--- config.mk ---
export PLATFORM = sky130hd
export DESIGN_NAME = random_access_memory
export DESIGN_NICKNAME = d
export VERILOG_FILES = /design/src/rtl/cpu_pkg.sv /design/src/rtl/button_synchronizer.sv /design/src/rtl/random_access_memory.sv
export SDC_FILE = /design/constraint.sdc
export NUM_CORES = 1
export LEC_CHECK = 0
export CAP_MARGIN = 20
export CORE_ASPECT_RATIO = 1.5
export CORE_UTILIZATION = 40
export CTS_CLUSTER_DIAMETER = 150
export DETAILED_ROUTE_END_ITERATION = 10
export SLEW_MARGIN = 10
export SYNTH_ARGS = -nofsm -noshare
export SYNTH_HDL_FRONTEND = slang
export SYNTH_HIERARCHICAL = 1
export SYNTH_SLANG_ARGS = --single-unit
--- constraint.sdc ---
create_clock -name clk -period 4.02 [get_ports clk]
set_input_delay 0.804 -clock clk [delete_from_list [all_inputs] [get_ports clk]]
set_output_delay 0.804 -clock clk [all_outputs]
set_load 0.02 [all_outputs]
--- src/rtl/cpu_pkg.sv ---
// Shared definitions for the 8-bit CPU datapath blocks.
//   ADDR_W / DATA_W : memory address and data widths
//   DEPTH           : number of RAM words
//   word_t          : one data word
//   ram_prog_state_t: manual-programming FSM states of the RAM
package cpu_pkg;

    localparam int ADDR_W = 4;
    localparam int DATA_W = 8;
    localparam int DEPTH  = 1 << ADDR_W;

    typedef logic [DATA_W-1:0] word_t;

    typedef enum logic [1:0] {
        IDLE    = 2'd0,
        WRITE   = 2'd1,
        RELEASE = 2'd2
    } ram_prog_state_t;

endpackage

--- src/rtl/button_synchronizer.sv ---
// Two-flop synchronizer plus rising-edge detector for a raw board button.
//   clk        : system clock
//   rst        : asynchronous active-high reset
//   async_in   : raw asynchronous button level
//   sync_out   : synchronized level (two clocks of latency)
//   rise_pulse : one-cycle high when sync_out goes 0 -> 1
module button_synchronizer (
    input  logic clk,
    input  logic rst,
    input  logic async_in,
    output logic sync_out,
    output logic rise_pulse
);

    logic r_meta;
    logic r_sync;
    logic r_prev;

    always_ff @(posedge clk or posedge rst) begin
        if (rst) begin
            r_meta <= 1'b0;
            r_sync <= 1'b0;
            r_prev <= 1'b0;
        end else begin
            r_meta <= async_in;
            r_sync <= r_meta;
            r_prev <= r_sync;
        end
    end

    assign sync_out   = r_sync;
    assign rise_pulse = r_sync & ~r_prev;

endmodule

--- src/rtl/random_access_memory.sv ---
// 16 x 8 flop-based RAM with bus access in run mode and debounced
// pushbutton programming in manual mode.
//   clk, rst        : clock, asynchronous active-high reset (clears all words)
//   address         : word select from the memory address register
//   read_from_bus   : RI, store bus_in at the clock edge (run mode only)
//   write_to_bus    : RO, drive the addressed word to the bus (run mode only)
//   manual_mode     : 1 = programming mode, bus controls ignored
//   manual_write    : raw pushbutton, active-high
//   manual_switches : byte programmed by the pushbutton
//   bus_in          : bus value
//   bus_out         : addressed word when bus_out_en, else 0
//   bus_out_en      : bus drive request
//   contents        : addressed word, always (LED display)
module random_access_memory
    import cpu_pkg::*;
#(
    parameter int DEBOUNCE_CYCLES = 4
) (
    input  logic              clk,
    input  logic              rst,
    input  logic [ADDR_W-1:0] address,
    input  logic              read_from_bus,
    input  logic              write_to_bus,
    input  logic              manual_mode,
    input  logic              manual_write,
    input  logic [DATA_W-1:0] manual_switches,
    input  logic [DATA_W-1:0] bus_in,
    output logic [DATA_W-1:0] bus_out,
    output logic              bus_out_en,
    output logic [DATA_W-1:0] contents
);

    localparam int              CNT_W    = $clog2(DEBOUNCE_CYCLES + 1);
    localparam logic [CNT_W-1:0] CNT_LAST = CNT_W'(DEBOUNCE_CYCLES - 1);

    word_t           r_mem [DEPTH];
    ram_prog_state_t r_state;
    ram_prog_state_t w_state_nxt;
    logic [CNT_W-1:0] r_cnt;
    logic [CNT_W-1:0] w_cnt_nxt;
    logic            w_btn_sync;
    logic            w_btn_rise;
    logic            w_man_we;
    logic            w_bus_we;

    // Synchronizer runs in every mode so a button held across a mode
    // change never produces a rise edge.
    button_synchronizer u_btn (
        .clk        (clk),
        .rst        (rst),
        .async_in   (manual_write),
        .sync_out   (w_btn_sync),
        .rise_pulse (w_btn_rise)
    );

    assign contents   = r_mem[address];
    assign bus_out_en = write_to_bus && !manual_mode;
    assign bus_out    = bus_out_en ? r_mem[address] : '0;
    assign w_bus_we   = read_from_bus && !manual_mode;

    always_ff @(posedge clk or posedge rst) begin
        if (rst) begin
            r_state <= IDLE;
            r_cnt   <= '0;
        end else begin
            r_state <= w_state_nxt;
            r_cnt   <= w_cnt_nxt;
        end
    end

    // RELEASE swallows bounces: any synchronized high restarts the
    // low-cycle count, so only a clean release returns to IDLE.
    always_comb begin
        w_state_nxt = r_state;
        w_cnt_nxt   = r_cnt;
        w_man_we    = 1'b0;
        case (r_state)
            IDLE: begin
                if (manual_mode && w_btn_rise) w_state_nxt = WRITE;
            end
            WRITE: begin
                if (manual_mode) begin
                    w_man_we    = 1'b1;
                    w_state_nxt = RELEASE;
                    w_cnt_nxt   = '0;
                end else begin
                    w_state_nxt = IDLE;
                end
            end
            RELEASE: begin
                if (!manual_mode) begin
                    w_state_nxt = IDLE;
                end else if (w_btn_sync) begin
                    w_cnt_nxt = '0;
                end else if (r_cnt == CNT_LAST) begin
                    w_state_nxt = IDLE;
                end else begin
                    w_cnt_nxt = r_cnt + 1'b1;
                end
            end
            default: w_state_nxt = IDLE;
        endcase
    end

    // Manual and bus write enables are mutually exclusive via manual_mode.
    always_ff @(posedge clk or posedge rst) begin
        if (rst) begin
            for (int i = 0; i < DEPTH; i++) r_mem[i] <= '0;
        end else if (w_man_we) begin
            r_mem[address] <= manual_switches;
        end else if (w_bus_we) begin
            r_mem[address] <= bus_in;
        end
    end

endmodule

==> results by group <==
Synth
  – Top FF cell, synth: dfrtp_1
  – Post-synthesis sequential area ratio: 0.514
  – Syn_nets: approximately 590
  – Mapped cell area: approximately 6600 um^2
  – EDFF count, synth: 0
  – Synth unique cells: 39
  – Seq cells post-synth: 136
  – Cell count after synthesis: 565
  – Synth Area per Inst: roughly 12 um^2
  – Warnings from Yosys: 6
  – Synth async-reset ratio: 1.00

Final layout
  – Final core occ: 0.479
  – Area occupied by multi-input gates: about 2800 um^2
  – Most common cell after layout, fill and taps aside: dfrtp_1
  – Most frequent cells in the layout: dfrtp_1 (136), nand2_1 (89), o21ai_0 (81), nor2_1 (47), clkdlybuf4s50_1 (40)
  – Final instance count without filler cells: between 800 and 900
  – Area grow syn2layout: 17.3%
  – Register area: between 3000 and 4000 um^2
  – # diodes: 0
  – Final net count: approximately 630
  – Layout cell share with drive strength beyond 1: 0.225
  – FILL cells: 1,463

Timing
  – Final setup fails: 0
  – Slew margin rel.: 0.447
  – Slew Viols, Final: 0
  – Fin crit share: 0.971
  – Min Tclk post-route: a little under 4 ns
  – Fmax: 256 MHz
  – Final WS setup: about 0.12 ns
  – Slew @ Worst Pin: a little over 0.8 ns
  – RSZ-0062 raised after global routing: false
  – Post-Route Setup TNS: 0 ns
  – Setup Skew: roughly 0.011 ns
  – Final-report hold violation count: 0

Hold path
  – Hold Path Class: flop to flop
  – Hold path depth: 0

Placed design
  – Port bufs: between 40 and 50
  – Post-place setup slack: approximately 0.14 ns
  – Gpl congestion: around 0.84
  – Post-detail-place hpwl: 10,100 um
  – Placed cell count: 788

Setup path
  – Data required, critical path: about 3.2 ns
  – Maximum fanout along the worst path: 14
  – Worst Setup SP: address[0]
  – WS Path Type: primary input to primary output
  – Crit path buffers/inverters: 3
  – Max stage delay cell, worst path: clkdlybuf4s50_1
  – Setup crit end kind: primary output
  – R2r endpoint: r_mem[26]
  – Ordered cell list for the critical path: buf_2 > buf_12 > mux4_2 > a211oi_1 > nor3_1 > clkdlybuf4s50_1
  – Crit path to: bus_out[6]
  – R2R depth: 5
  – Worst path top cell family by delay: buffers and inverters
  – CP startpoint kind: primary input
  – Reg2Reg Setup Slack: between 1.5 and 2 ns
  – Reg2reg start: r_state[1]
  – Critical path depth: 6
  – CP arrival: 3.10 ns
  – Slowest cell delay on critical path: 0.56 ns

Clock tree
  – Reg clk slew, reported paths: roughly 0.060 ns
  – Bufs on Longest Clock Path: 2
  – CTS Sinks: 136
  – H-tree depth: 4
  – Clk root buf: clkbuf_16
  – Post-CTS Hold Buffers: 0
  – Total CTS buffers: 17
  – Post-CTS setup buffers: 0
  – Resized cells post-CTS: 0
  – Worst-skew pair later-pin latency: 0.41 ns
  – CTS tree: built

Floorplanning
  – Die W: about 110 um
  – Chip height: 160 um
  – Core footprint: between 15,000 and 20,000 um^2
  – Die area: 17,100 um^2
  – Initial Util: 0.409
  – IO Count: 43
  – Core Rows: 57

Route
  – Metal2 WL: 7830 um
  – Residual DRC count: 0
  – Routed wl met3: about 370 um
  – Met1 Wirelength: between 6000 and 7000 um
  – DRT Pass-1 Iters: 4
  – Final ANT Viol Nets: 0
  – Violation count after the first detailed-route iteration: approximately 200
  – DR vias/cell: 5.32
  – Top layer used by detailed routing: met4
  – Vias post-DR: ~4,400
  – Routed len/inst: between 15 and 20 um
  – Total routed wirelength: approximately 15,000 um

Global routing
  – Grt ovf: 0
  – Number of global-route vias before repair: between 4,000 and 5,000
  – All-Layer GR Usage: 0.188
  – First-pass GRT wire length: around 24,000 um
  – Largest net degree at the start of global routing: 134
  – Initial antenna violation count: 0

Power and ir drop
  – P_leak: 3.29 nW
  – Maximum vdd drop: about 270 uV
  – PwrDens: approximately 560 nW/um^2
  – Final total power: between 4 and 5 mW

Run status
  – Run status: complete, no violations

Run
  – Maxcap violations: 0
power breakdown:
part / switching (mW) / total (mW) / internal [mW] / leakage [nW]
logic: 0.359 / 0.728 / 0.369 / 1.26
clock network: 0.599 / 1.79 / 1.20 / 0.319
registers: 0.158 / 1.83 / 1.67 / 1.71
total: 1.12 / 4.35 / 3.23 / 3.29
worst min-delay path by stage:
stage                       from             end  slack, ns
floorplan           u_btn/r_meta  u_btn/sync_out       0.33
global placement    u_btn/r_meta  u_btn/sync_out       0.34
detailed placement  u_btn/r_meta  u_btn/sync_out       0.34
CTS                 u_btn/r_meta  u_btn/sync_out       0.35
global route        u_btn/r_meta  u_btn/sync_out       0.36
finish              u_btn/r_meta  u_btn/sync_out       0.35
cells by family after synthesis:
family          synth area share
simple gates               0.117
compound gates             0.165
flops                      0.514
buf+inv                   0.0579
mux                        0.141
fa+ha+maj                0.00378
layer usage:
metal,vias up,GRT usage
li1,2073,-
met2,70,0.323
met5,-,0
met4,0,0.0654
met3,14,0.0360
met1,2196,0.235
metrics by stage:
stage / hold WS (ns) / cell area (um^2)
5_1_grt: 0.358 / 7760
6_report: 0.346 / 7760
2_1_floorplan: 0.331 / 6620
3_5_place_dp: 0.343 / 7080
3_3_place_gp: 0.336 / 7080
4_1_cts: 0.354 / 7760
cell usage after synthesis (all sizes together) (2+ instances only):
library cell | count | area, um^2
a211oi | 10 | 115
a21oi | 40 | 260
and2b | 5 | 37.5
buf | 40 | 353
clkbuf | 2 | 7.51
dfrtp | 136 | 3400
ha | 2 | 25.0
inv | 6 | 22.5
mux2 | 3 | 33.8
mux2i | 8 | 180
mux4 | 32 | 721
nand2 | 90 | 345
nand2b | 3 | 18.8
nor2 | 53 | 214
nor2b | 11 | 76.3
nor3 | 8 | 40.0
o2111a | 3 | 60.1
o2111ai | 2 | 23.8
o211ai | 9 | 139
o21ai | 89 | 445
o22ai | 8 | 50.1
state kept, by name, indices dropped and copies added, names as in the netlist:
| register | count |
|---|---|
| r_cnt | 3 |
| r_state | 2 |
| r_mem | 128 |
| u_btn/sync_out | 1 |
| u_btn/r_prev | 1 |
| u_btn/r_meta | 1 |
layout make-up:
cell class	count	area share
clock buffers	20	0.0589
clock inverters	11	0.0284
inverters	6	0.00339
multi-input cells	381	0.365
flip-flops and latches	136	0.439
well taps	206	0.0332
repair buffers	59	0.0726
(Power assumes the default switching activity.)
